### src/rtl/uart_pkg.sv
// Shared UART definitions: framer states and parity modes, used by the TX block
// and the matching receiver.
package uart_pkg;

    typedef enum logic [2:0] {
        MARK,
        IDLE,
        START,
        DATA,
        PARITY,
        STOP
    } tx_state_e;

    typedef enum logic [1:0] {
        PAR_NONE,
        PAR_EVEN,
        PAR_ODD
    } parity_e;

endpackage

### src/rtl/uart_tx_fifo_if.sv
// CPU-side write port of the UART transmitter plus its status flags.
interface uart_tx_fifo_if #(
    parameter int DATA_BITS = 8,
    parameter int DEPTH     = 8
);
    // Handshake: tx_write is the valid, tx_rdy the ready; one entry transfers on every
    // clk edge where both are high. tx_write while !tx_rdy loses the entry and sets tx_ovf.
    logic                   tx_write;
    logic [DATA_BITS-1:0]   tx_data;
    logic                   tx_rdy;
    logic                   tx_empty;
    logic                   tx_idle;
    logic [$clog2(DEPTH):0] tx_level;
    logic                   tx_ovf;

    modport master (
        output tx_write, tx_data,
        input  tx_rdy, tx_empty, tx_idle, tx_level, tx_ovf
    );

    modport slave (
        input  tx_write, tx_data,
        output tx_rdy, tx_empty, tx_idle, tx_level, tx_ovf
    );
endinterface

### src/rtl/uart_sync_fifo.sv
// Single-clock FIFO with occupancy count and sticky overflow flag; head entry is
// visible on dout whenever the FIFO is not empty.
module uart_sync_fifo #(
    parameter int WIDTH = 8,
    parameter int DEPTH = 8
) (
    input  logic                   clk,
    input  logic                   rst_n,
    input  logic                   push,
    input  logic                   pop,
    input  logic [WIDTH-1:0]       din,
    output logic [WIDTH-1:0]       dout,
    output logic                   full,
    output logic                   empty,
    output logic [$clog2(DEPTH):0] level,
    output logic                   ovf
);
    localparam int PW = $clog2(DEPTH);
    localparam logic [PW:0] FULL_LEVEL = (PW+1)'(DEPTH);

    logic [WIDTH-1:0] mem [DEPTH];
    logic [PW-1:0]    wr_ptr;
    logic [PW-1:0]    rd_ptr;
    logic             do_push;
    logic             do_pop;

    assign full    = (level == FULL_LEVEL);
    assign empty   = (level == '0);
    assign do_push = push && !full;
    assign do_pop  = pop && !empty;
    assign dout    = mem[rd_ptr];

    always_ff @(posedge clk) begin
        if (do_push) begin
            mem[wr_ptr] <= din;
        end
    end

    // DEPTH is a power of two, so the pointers wrap by plain overflow.
    always_ff @(posedge clk or negedge rst_n) begin
        if (!rst_n) begin
            wr_ptr <= '0;
            rd_ptr <= '0;
            level  <= '0;
            ovf    <= 1'b0;
        end else begin
            if (do_push) begin
                wr_ptr <= wr_ptr + 1'b1;
            end
            if (do_pop) begin
                rd_ptr <= rd_ptr + 1'b1;
            end
            case ({do_push, do_pop})
                2'b10:   level <= level + 1'b1;
                2'b01:   level <= level - 1'b1;
                default: level <= level;
            endcase
            if (push && full) begin
                ovf <= 1'b1;
            end
        end
    end
endmodule

### src/rtl/uart_tx_fifo.sv
// Parametrised UART transmitter: TX FIFO feeding a framer with runtime parity and
// stop-bit selection, paced by an external oversampled baud tick.
module uart_tx_fifo
    import uart_pkg::*;
#(
    parameter int DATA_BITS  = 8,
    parameter int DEPTH      = 8,
    parameter int OVERSAMPLE = 16,
    parameter int RESET_MARK = 8
) (
    input  logic           clk,
    input  logic           rst_n,
    input  logic           baud_tick,
    input  logic           cfg_par_en,
    input  logic           cfg_par_odd,
    input  logic           cfg_stop2,
    uart_tx_fifo_if.slave  bus,
    output logic           tx,
    output tx_state_e      dbg_state
);
    localparam int TW   = $clog2(OVERSAMPLE);
    localparam int BMAX = (RESET_MARK > DATA_BITS) ? RESET_MARK : DATA_BITS;
    localparam int BW   = $clog2(BMAX);

    tx_state_e            state, state_n;
    logic [TW-1:0]        tick_cnt, tick_cnt_n;
    logic [BW-1:0]        bit_cnt, bit_cnt_n;
    logic [DATA_BITS-1:0] shift, shift_n;
    logic                 par_bit, par_bit_n;
    logic                 par_en_q, par_en_n;
    logic                 stop2_q, stop2_n;
    logic                 tx_q, tx_n;
    logic                 launch;
    logic                 tick_last;
    parity_e              par_mode;

    logic [DATA_BITS-1:0] fifo_dout;
    logic                 fifo_full;
    logic                 fifo_empty;

    uart_sync_fifo #(
        .WIDTH (DATA_BITS),
        .DEPTH (DEPTH)
    ) u_fifo (
        .clk   (clk),
        .rst_n (rst_n),
        .push  (bus.tx_write),
        .pop   (launch),
        .din   (bus.tx_data),
        .dout  (fifo_dout),
        .full  (fifo_full),
        .empty (fifo_empty),
        .level (bus.tx_level),
        .ovf   (bus.tx_ovf)
    );

    assign bus.tx_rdy   = !fifo_full;
    assign bus.tx_empty = fifo_empty;
    assign bus.tx_idle  = (state == IDLE) && fifo_empty;
    assign tx           = tx_q;
    assign dbg_state    = state;
    assign tick_last    = (tick_cnt == TW'(OVERSAMPLE - 1));
    assign par_mode     = !cfg_par_en ? PAR_NONE : (cfg_par_odd ? PAR_ODD : PAR_EVEN);

    always_comb begin
        state_n    = state;
        tick_cnt_n = tick_cnt;
        bit_cnt_n  = bit_cnt;
        shift_n    = shift;
        par_bit_n  = par_bit;
        par_en_n   = par_en_q;
        stop2_n    = stop2_q;
        tx_n       = tx_q;
        launch     = 1'b0;
        if (baud_tick) begin
            tick_cnt_n = tick_last ? '0 : tick_cnt + 1'b1;
            unique case (state)
                MARK: begin
                    if (tick_last) begin
                        if (bit_cnt == BW'(RESET_MARK - 1)) begin
                            state_n   = IDLE;
                            bit_cnt_n = '0;
                        end else begin
                            bit_cnt_n = bit_cnt + 1'b1;
                        end
                    end
                end
                IDLE: begin
                    tick_cnt_n = '0;
                    launch     = !fifo_empty;
                end
                START: begin
                    if (tick_last) begin
                        state_n   = DATA;
                        bit_cnt_n = '0;
                        tx_n      = shift[0];
                    end
                end
                DATA: begin
                    if (tick_last) begin
                        if (bit_cnt == BW'(DATA_BITS - 1)) begin
                            bit_cnt_n = '0;
                            state_n   = par_en_q ? PARITY : STOP;
                            tx_n      = par_en_q ? par_bit : 1'b1;
                        end else begin
                            bit_cnt_n = bit_cnt + 1'b1;
                            shift_n   = shift >> 1;
                            tx_n      = shift[1];
                        end
                    end
                end
                PARITY: begin
                    if (tick_last) begin
                        state_n   = STOP;
                        bit_cnt_n = '0;
                        tx_n      = 1'b1;
                    end
                end
                STOP: begin
                    if (tick_last) begin
                        if (stop2_q && (bit_cnt == '0)) begin
                            bit_cnt_n = bit_cnt + 1'b1;
                        end else if (!fifo_empty) begin
                            // Next frame starts on this very tick: no idle bit between frames.
                            launch = 1'b1;
                        end else begin
                            state_n = IDLE;
                        end
                    end
                end
                default: begin
                    state_n = MARK;
                end
            endcase
            if (launch) begin
                state_n    = START;
                tick_cnt_n = '0;
                bit_cnt_n  = '0;
                shift_n    = fifo_dout;
                par_bit_n  = (^fifo_dout) ^ (par_mode == PAR_ODD);
                par_en_n   = (par_mode != PAR_NONE);
                stop2_n    = cfg_stop2;
                tx_n       = 1'b0;
            end
        end
    end

    always_ff @(posedge clk or negedge rst_n) begin
        if (!rst_n) begin
            state    <= MARK;
            tick_cnt <= '0;
            bit_cnt  <= '0;
            shift    <= '0;
            par_bit  <= 1'b0;
            par_en_q <= 1'b0;
            stop2_q  <= 1'b0;
            tx_q     <= 1'b1;
        end else begin
            state    <= state_n;
            tick_cnt <= tick_cnt_n;
            bit_cnt  <= bit_cnt_n;
            shift    <= shift_n;
            par_bit  <= par_bit_n;
            par_en_q <= par_en_n;
            stop2_q  <= stop2_n;
            tx_q     <= tx_n;
        end
    end
endmodule

### src/flat_wrapper.sv
// flat-port wrapper written by rule: the top's interface ports become plain ports
module uart_tx_fifo_flat import uart_pkg::*;
#(
    parameter int DATA_BITS  = 8,
    parameter int DEPTH      = 8,
    parameter int OVERSAMPLE = 16,
    parameter int RESET_MARK = 8
)
  (clk, rst_n, baud_tick, cfg_par_en, cfg_par_odd, cfg_stop2, tx, dbg_state, bus_tx_write, bus_tx_data, bus_tx_rdy, bus_tx_empty, bus_tx_idle, bus_tx_level, bus_tx_ovf);
  uart_tx_fifo_if #(.DATA_BITS(DATA_BITS), .DEPTH(DEPTH)) bus_i ();
  input  logic clk;
  input  logic rst_n;
  input  logic baud_tick;
  input  logic cfg_par_en;
  input  logic cfg_par_odd;
  input  logic cfg_stop2;
  output logic tx;
  output tx_state_e dbg_state;
  input wire logic [$bits(bus_i.tx_write)-1:0] bus_tx_write;
  input wire logic [$bits(bus_i.tx_data)-1:0] bus_tx_data;
  output wire logic [$bits(bus_i.tx_rdy)-1:0] bus_tx_rdy;
  output wire logic [$bits(bus_i.tx_empty)-1:0] bus_tx_empty;
  output wire logic [$bits(bus_i.tx_idle)-1:0] bus_tx_idle;
  output wire logic [$bits(bus_i.tx_level)-1:0] bus_tx_level;
  output wire logic [$bits(bus_i.tx_ovf)-1:0] bus_tx_ovf;
  assign bus_i.tx_write = bus_tx_write;
  assign bus_i.tx_data = bus_tx_data;
  assign bus_tx_rdy = bus_i.tx_rdy;
  assign bus_tx_empty = bus_i.tx_empty;
  assign bus_tx_idle = bus_i.tx_idle;
  assign bus_tx_level = bus_i.tx_level;
  assign bus_tx_ovf = bus_i.tx_ovf;
  uart_tx_fifo #(.DATA_BITS(DATA_BITS), .DEPTH(DEPTH), .OVERSAMPLE(OVERSAMPLE), .RESET_MARK(RESET_MARK)) u_core (.clk(clk), .rst_n(rst_n), .baud_tick(baud_tick), .cfg_par_en(cfg_par_en), .cfg_par_odd(cfg_par_odd), .cfg_stop2(cfg_stop2), .bus(bus_i), .tx(tx), .dbg_state(dbg_state));
endmodule
### config.mk
export PLATFORM = sky130hd
export DESIGN_NAME = uart_tx_fifo_flat
export DESIGN_NICKNAME = d
export VERILOG_FILES = /design/src/rtl/uart_pkg.sv /design/src/rtl/uart_tx_fifo_if.sv /design/src/rtl/uart_sync_fifo.sv /design/src/rtl/uart_tx_fifo.sv /design/src/flat_wrapper.sv
export SDC_FILE = /design/constraint.sdc
export NUM_CORES = 1
export LEC_CHECK = 0
export CORE_ASPECT_RATIO = 1.1
export CORE_MARGIN = 1.5
export CORE_UTILIZATION = 55
export DETAILED_ROUTE_END_ITERATION = 16
export GPL_ROUTABILITY_DRIVEN = 0
export PLACE_DENSITY = 0.86
export REMOVE_ABC_BUFFERS = 1
export SETUP_SLACK_MARGIN = 0.3
export SYNTH_ARGS = -nofsm -noshare
export SYNTH_HDL_FRONTEND = slang
export SYNTH_SLANG_ARGS = --single-unit
### constraint.sdc
create_clock -name clk -period 4.9 [get_ports clk]
set_clock_uncertainty 0.2 [all_clocks]
set_input_delay 0.98 -clock clk [delete_from_list [all_inputs] [get_ports clk]]
set_output_delay 0.98 -clock clk [all_outputs]
set_load 0.005 [all_outputs]
== Word-level counts from Yosys, hierarchy flattened ==
Memory sizes are Yosys's and may differ from the RTL's.
Index checks and enable logic that the tools add are counted.

* Order comparisons: 0
* Multiply operators: 0
* Shifts and indexed selects: 0
* Eq/ne operators: 25
* Div/mod/pow operators: 0
* Multiplexer cells: 44
* Reductions and logical operators: 24
* Add/subtract/negate cells: 6
* Bitwise operators: 1

{| class="wikitable"
|+ Operators by type and width
! operator !! number
|-
| 3-bit two-way mux || 16
|-
| 3-bit by 1-bit inequality test with 1-bit output, second input constant || 11
|-
| 8-bit two-way mux || 4
|-
| 3-bit case mux with 6 select lines || 1
|-
| 1-bit two-way mux || 14
|-
| 4-bit two-way mux || 3
|-
| 11-bit AND reduction || 1
|-
| 3-bit by 1-bit adder with 3-bit output, second input constant || 3
|-
| 3-bit equality test, second input constant || 3
|-
| 3-bit case mux with 3 select lines || 1
|-
| 4-bit by 1-bit adder with 4-bit output, second input constant || 2
|-
| 4-bit equality test, second input constant || 2
|-
| 4-bit case mux with 2 select lines || 1
|-
| 2-bit nonzero test || 4
|-
| 4-bit nonzero test || 2
|-
| 8-bit XOR reduction || 1
|-
| 3-bit by 2-bit equality test with 1-bit output, second input constant || 2
|-
| 3-bit zero test || 2
|-
| 6-bit AND reduction || 1
|-
| 1-bit logical AND || 5
|-
| 5-bit AND reduction || 1
|-
| 2-bit equality test, second input constant || 2
|-
| 4-bit zero test || 1
|-
| 2-bit two-way mux || 2
|-
| other kinds (12) || 15
|}

* Flip-flop bits (word level): 33
* Memory bits (read-only): 0
* Memories kept: 1
* Latch bits: 0
* RAM bits: 64
* Output and inout port bits: 12
* Bits of input ports: 15
* Logic and storage cells: 113

{| class="wikitable"
|+ Memories
! memory !! depth !! bits a word !! read ports !! clocked after Yosys merged registers in !! wr ports !! line !! source
|-
| u_core.u_fifo.mem || 8 || 8 || 1 || 0 || 1 || uart_sync_fifo.sv:21 || <nowiki>logic [WIDTH-1:0] mem [DEPTH];</nowiki>
|}

== Depth between registers and ports, before layout ==
* Depth in word-level cells: 10
* Mapped depth: 14
* Gate-level depth less buffers: 14

== Cells and area by module ==
From an unflattened synthesis, not the netlist that was laid out.

* Cell total of the unflattened synthesis: 313
* Area, all modules: 4554.4 µm²

{| class="wikitable"
|+ Modules (own cells, without submodules)
! module !! cells an instance !! area an instance (µm²) !! instances !! sequential area each (µm²)
|-
| uart_sync_fifo || 162 || 3166.8 || 1 || 2197.1
|-
| uart_tx_fifo || 151 || 1387.6 || 1 || 551.8
|}

== Worst setup path after synthesis ==
OpenSTA, ideal clock, no wires.

* Path type: flip-flop to flip-flop
* Start point: register u_core.tick_cnt[0]
* End point: register u_core.u_fifo.level[2]
* Buffers on the path: 0
* Library setup time: 0.130 ns
* Arrival time: 2.547 ns
* Stages on the path, launching flop included: 14
* Path slack: 2.023 ns
* Required time: 4.570 ns
* Period minus slack after synthesis: 2.877 ns
* Path through: dfrtp_1 > ha_1 > and3_1 > o21ai_1 > a211oi_2 > nand2_2 > inv_2 > ha_1 > xor2_1 > ha_1 > a21oi_1 > xor2_1 > nor2_1 > xor2_1

* Cells in the longest elaborated chain, start to end: 8
* Elaborated cells between the ends (all ways): 10
* Classes of those cells: 3 x eq/ne; 5 x mux; 2 x reduce/logical

{| class="wikitable"
|+ RTL lines
! item !! line !! source
|-
| start: declaration || uart_tx_fifo.sv:26 || <nowiki>logic [TW-1:0] tick_cnt, tick_cnt_n;</nowiki>
|-
| start signal: assignment || uart_tx_fifo.sv:160 || <nowiki>tick_cnt <= tick_cnt_n;</nowiki>
|-
| 4-bit equality test (*) || uart_tx_fifo.sv:62 || <nowiki>assign tick_last = (tick_cnt == TW'(OVERSAMPLE - 1));</nowiki>
|-
| 1-bit two-way mux (*) || uart_tx_fifo.sv:120 || <nowiki>if (tick_last) begin</nowiki>
|-
| 1-bit case mux with 2 select lines (*) || uart_tx_fifo.sv:77 || <nowiki>unique case (state)</nowiki>
|-
| 1-bit two-way mux (*) (2 in series) || uart_tx_fifo.sv:75 || <nowiki>if (baud_tick) begin</nowiki>
|-
| 1-bit logical AND (*) || uart_sync_fifo.sv:30 || <nowiki>assign do_pop = pop && !empty;</nowiki>
|-
| named net u_core.u_fifo.do_pop || uart_sync_fifo.sv:25 || <nowiki>logic do_pop;</nowiki>
|-
| 2-bit by 1-bit equality test with 1-bit output or 2-bit equality test (tied branches) || uart_sync_fifo.sv:53 || <nowiki>case ({do_push, do_pop})</nowiki>
|-
| 4-bit case mux with 2 select lines or 2-bit nonzero test (tied branches) || n/a ||
|-
| end signal: assignment || uart_sync_fifo.sv:54 || <nowiki>2'b10: level <= level + 1'b1;</nowiki>
|-
| end signal: assignment || uart_sync_fifo.sv:55 || <nowiki>2'b01: level <= level - 1'b1;</nowiki>
|-
| end signal: assignment || uart_sync_fifo.sv:56 || <nowiki>default: level <= level;</nowiki>
|-
| end: declaration || uart_sync_fifo.sv:15 || <nowiki>output logic [$clog2(DEPTH):0] level,</nowiki>
|}

Mark *: on every way through the listed nets, which the timed path passes. The rest lies on a longest branch. The select of a mux whose other input is x is not followed.
A chain may end at the register's enable or synchronous reset.

== Worst setup path after layout ==
Same ends and word-level chain as after synthesis.

==> results.toml <==
[yosys]
synth_seq_cells = 97
yosysUniqueCellTypes = 53
yosysTopAreaCellShare_pct = 43.6
syn_avg_cell_area_um2 = 14.5
netlist_instances = 303
async_reset_ff_share_pct = 34.0
synth_top_area_cell = "edfxtp_1"
yosys_warnings = 0
yosys-top-cells-area = "edfxtp_1 44%, dfrtp_1 18%, mux4_2 5.6%"
synth_seq_area_share_pct = 62.4
synth_edf_count = 64
synthesis.area_um2 = 4410
synth_ff_type = "edfxtp_1"

[critical_path]
endpoint_kind = "flip-flop"
crit_start = "u_core.tick_cnt[0]"
cp.required_ns = 4.95
reg2reg_from = "u_core.tick_cnt[0]"
reg2reg_slack_ns = 1.51
reg2reg_depth = 13
cp-endpoint = "u_core.u_fifo.level[2]"
path_max_fanout = 10
critPathLaunchType = "flip-flop"
r2r_end = "u_core.u_fifo.level[2]"
cp_data_arrival_time_ns = 3.44
critical_path_class = "flip-flop to flip-flop"

[power]
p_leak_uw = 0.00186
total_power_uw = 3030
powerDensity_nw_per_um2 = 608
vdd.ir_drop.worst_mv = 0.274

[detailed_routing]
vias = 2558
avgViaCountPerCell = 5.74
wirelength_um = 7490
avgRoutedWirePerCell_um = 16.8
drt_iter0_markers = 138
antenna_left = 0
route.detailed.drc = 0
firstDrtPassIters = 4

[placement]
dp_hpwl_um = 5190
portBuffers = 26
post-place-ws_ns = 1.49

[clocking]
cts_tree = "yes"
cts_resized = 0
cts_setup_buffers = 0
clk_path_buf_depth = 2
clkSinkCount = 97
postCtsHoldBufs = 0
cts_max_level = 3
cts_root_buffer = "clkbuf_8"
clk_pin_slew_ns = 0.10
numCtsBuffers = 9
clk_latency_ns = 0.36

[floorplan]
initial_core_util_pct = 56.3
die_x_um = 88.3
core_region_area_um2 = 7830
die_h_um = 96.9
rows = 34
die_area_um2 = 8560
top_level_ports = 27

[global_route]
grt_max_degree = 34
grt_pass1_wl_um = 12400
grt_usage_pct = 19.2
antenna_found_initial = 0
grt_pass1_vias = 2534
grt.overflow.total = 0

[layout]
final_cell_mix = "64 x edfxtp_1, 35 x nand2_1, 32 x dfrtp_1"
area_growth_pct = 12.9
final_nets = 357
insertedDiodeCount = 0
finalCoreUtilization_pct = 63.6
drive_above_1_share_pct = 16.0
final_common_cell = "edfxtp_1"

[sta]
slew_headroom_pct = 19.2
setup_ws_ns = 1.51
fin_crit_ns = 3.39
rsz0062_at_grt = "no"
timing.hold.ws_ns = 0.279
max_freq_mhz = 295
finalHoldViolations = 0
fin_setup_tns_ns = 0
setup_viol = 0
worst_slew_pin_slew_ns = 1.20
slew_violations = 0
timing.final.crit_share_pct = 69.2

[hold_path]
hp-class = "flip-flop to flip-flop"

[flow_run]
max-cap-violations = 0

[run_status]
status = "finished, final reports clean"
-- cell families after synthesis --
family / count (synthesis) / share of synthesized area, %
xor+xnor: 17 / 3.69
fa+ha+maj: 9 / 2.56
buf+inv: 20 / 2.33
flops: 97 / 62.4
compound gates: 49 / 7.35
simple gates: 75 / 7.92
mux: 36 / 13.8
-- report_power, final --
group          leakage (µW)  internal [µW]  switching (µW)
logic              0.000765            628             508
registers          0.000984           1090             255
clock network      0.000111            252             298
-- sequential cells by signal, indices dropped and copies added, names as in the netlist --
name	flops
u_core.u_fifo.wr_ptr	3
u_core.stop2_q	1
u_core.u_fifo.mem	64
u_core.par_bit	1
u_core.u_fifo.level	4
u_core.bit_cnt	3
u_core.tick_cnt	4
u_core.tx	1
u_core.u_fifo.rd_ptr	3
u_core.u_fifo.ovf	1
u_core.shift	8
u_core.par_en_q	1
u_core.dbg_state	3
-- through the flow --
step | std cells | cell area, µm²
floorplan | 292 | 4340
global placement | 430 | 4760
detailed placement | 430 | 4760
CTS | 446 | 4980
global route | 446 | 4980
finish | 446 | 4980
-- synthesized netlist by cell type, types with 3 or more instances --
cell type	number
a21oi_1	6
a31oi_1	3
buf_2	3
clkbuf_1	6
dfrtp_1	32
edfxtp_1	64
ha_1	9
inv_1	8
mux2_2	12
mux2i_1	7
mux4_1	5
mux4_2	11
nand2_1	35
nand2b_1	3
nand3_1	3
nor2_1	13
nor2b_1	4
nor3_1	6
o21ai_0	16
o21ai_1	3
xnor2_1	9
xor2_1	7
-- final cells by class --
class | count | area [µm²]
Sequential cell | 97 | 2750
Clock inverter | 7 | 90.1
Multi-Input combinational cell | 186 | 1560
Fill cell | 580 | 2850
Timing Repair Buffer | 30 | 290
Inverter | 9 | 33.8
Clock buffer | 9 | 124
Tap cell | 108 | 135
-- worst min path at each step --
stage / cells past startpoint / end / startpoint
final: 1 / u_core.u_fifo.ovf / u_core.u_fifo.ovf
after floorplan: 1 / u_core.tick_cnt[3] / u_core.tick_cnt[3]
after detailed placement: 1 / u_core.u_fifo.ovf / u_core.u_fifo.ovf
after global routing: 1 / u_core.u_fifo.ovf / u_core.u_fifo.ovf
after global placement: 1 / u_core.u_fifo.ovf / u_core.u_fifo.ovf
after CTS: 1 / u_core.u_fifo.ovf / u_core.u_fifo.ovf
-- worst max-delay path, cell delays in order (launching register included) --
cell and delay, ns:
dfrtp_1 0.43, ha_1 0.24, and3_1 0.27, o21ai_1 0.16, a211oi_2 0.45, nand2_2 0.25, inv_2 0.17, ha_1 0.28
xor2_1 0.12, ha_1 0.20, a21oi_1 0.14, xor2_1 0.17, nor2_1 0.07, xor2_1 0.14
-- per-layer routing --
| layer | global-route usage (%) | wire (µm) | vias up |
|---|---|---|---|
| li1 | - | - | 1201 |
| met1 | 25.4 | 3180 | 1286 |
| met2 | 31.8 | 3900 | 65 |
| met3 | 4.18 | 318 | 6 |
| met4 | 5.89 | 85 | 0 |
| met5 | 0 | 0 | - |
(Power assumes the default switching activity.)
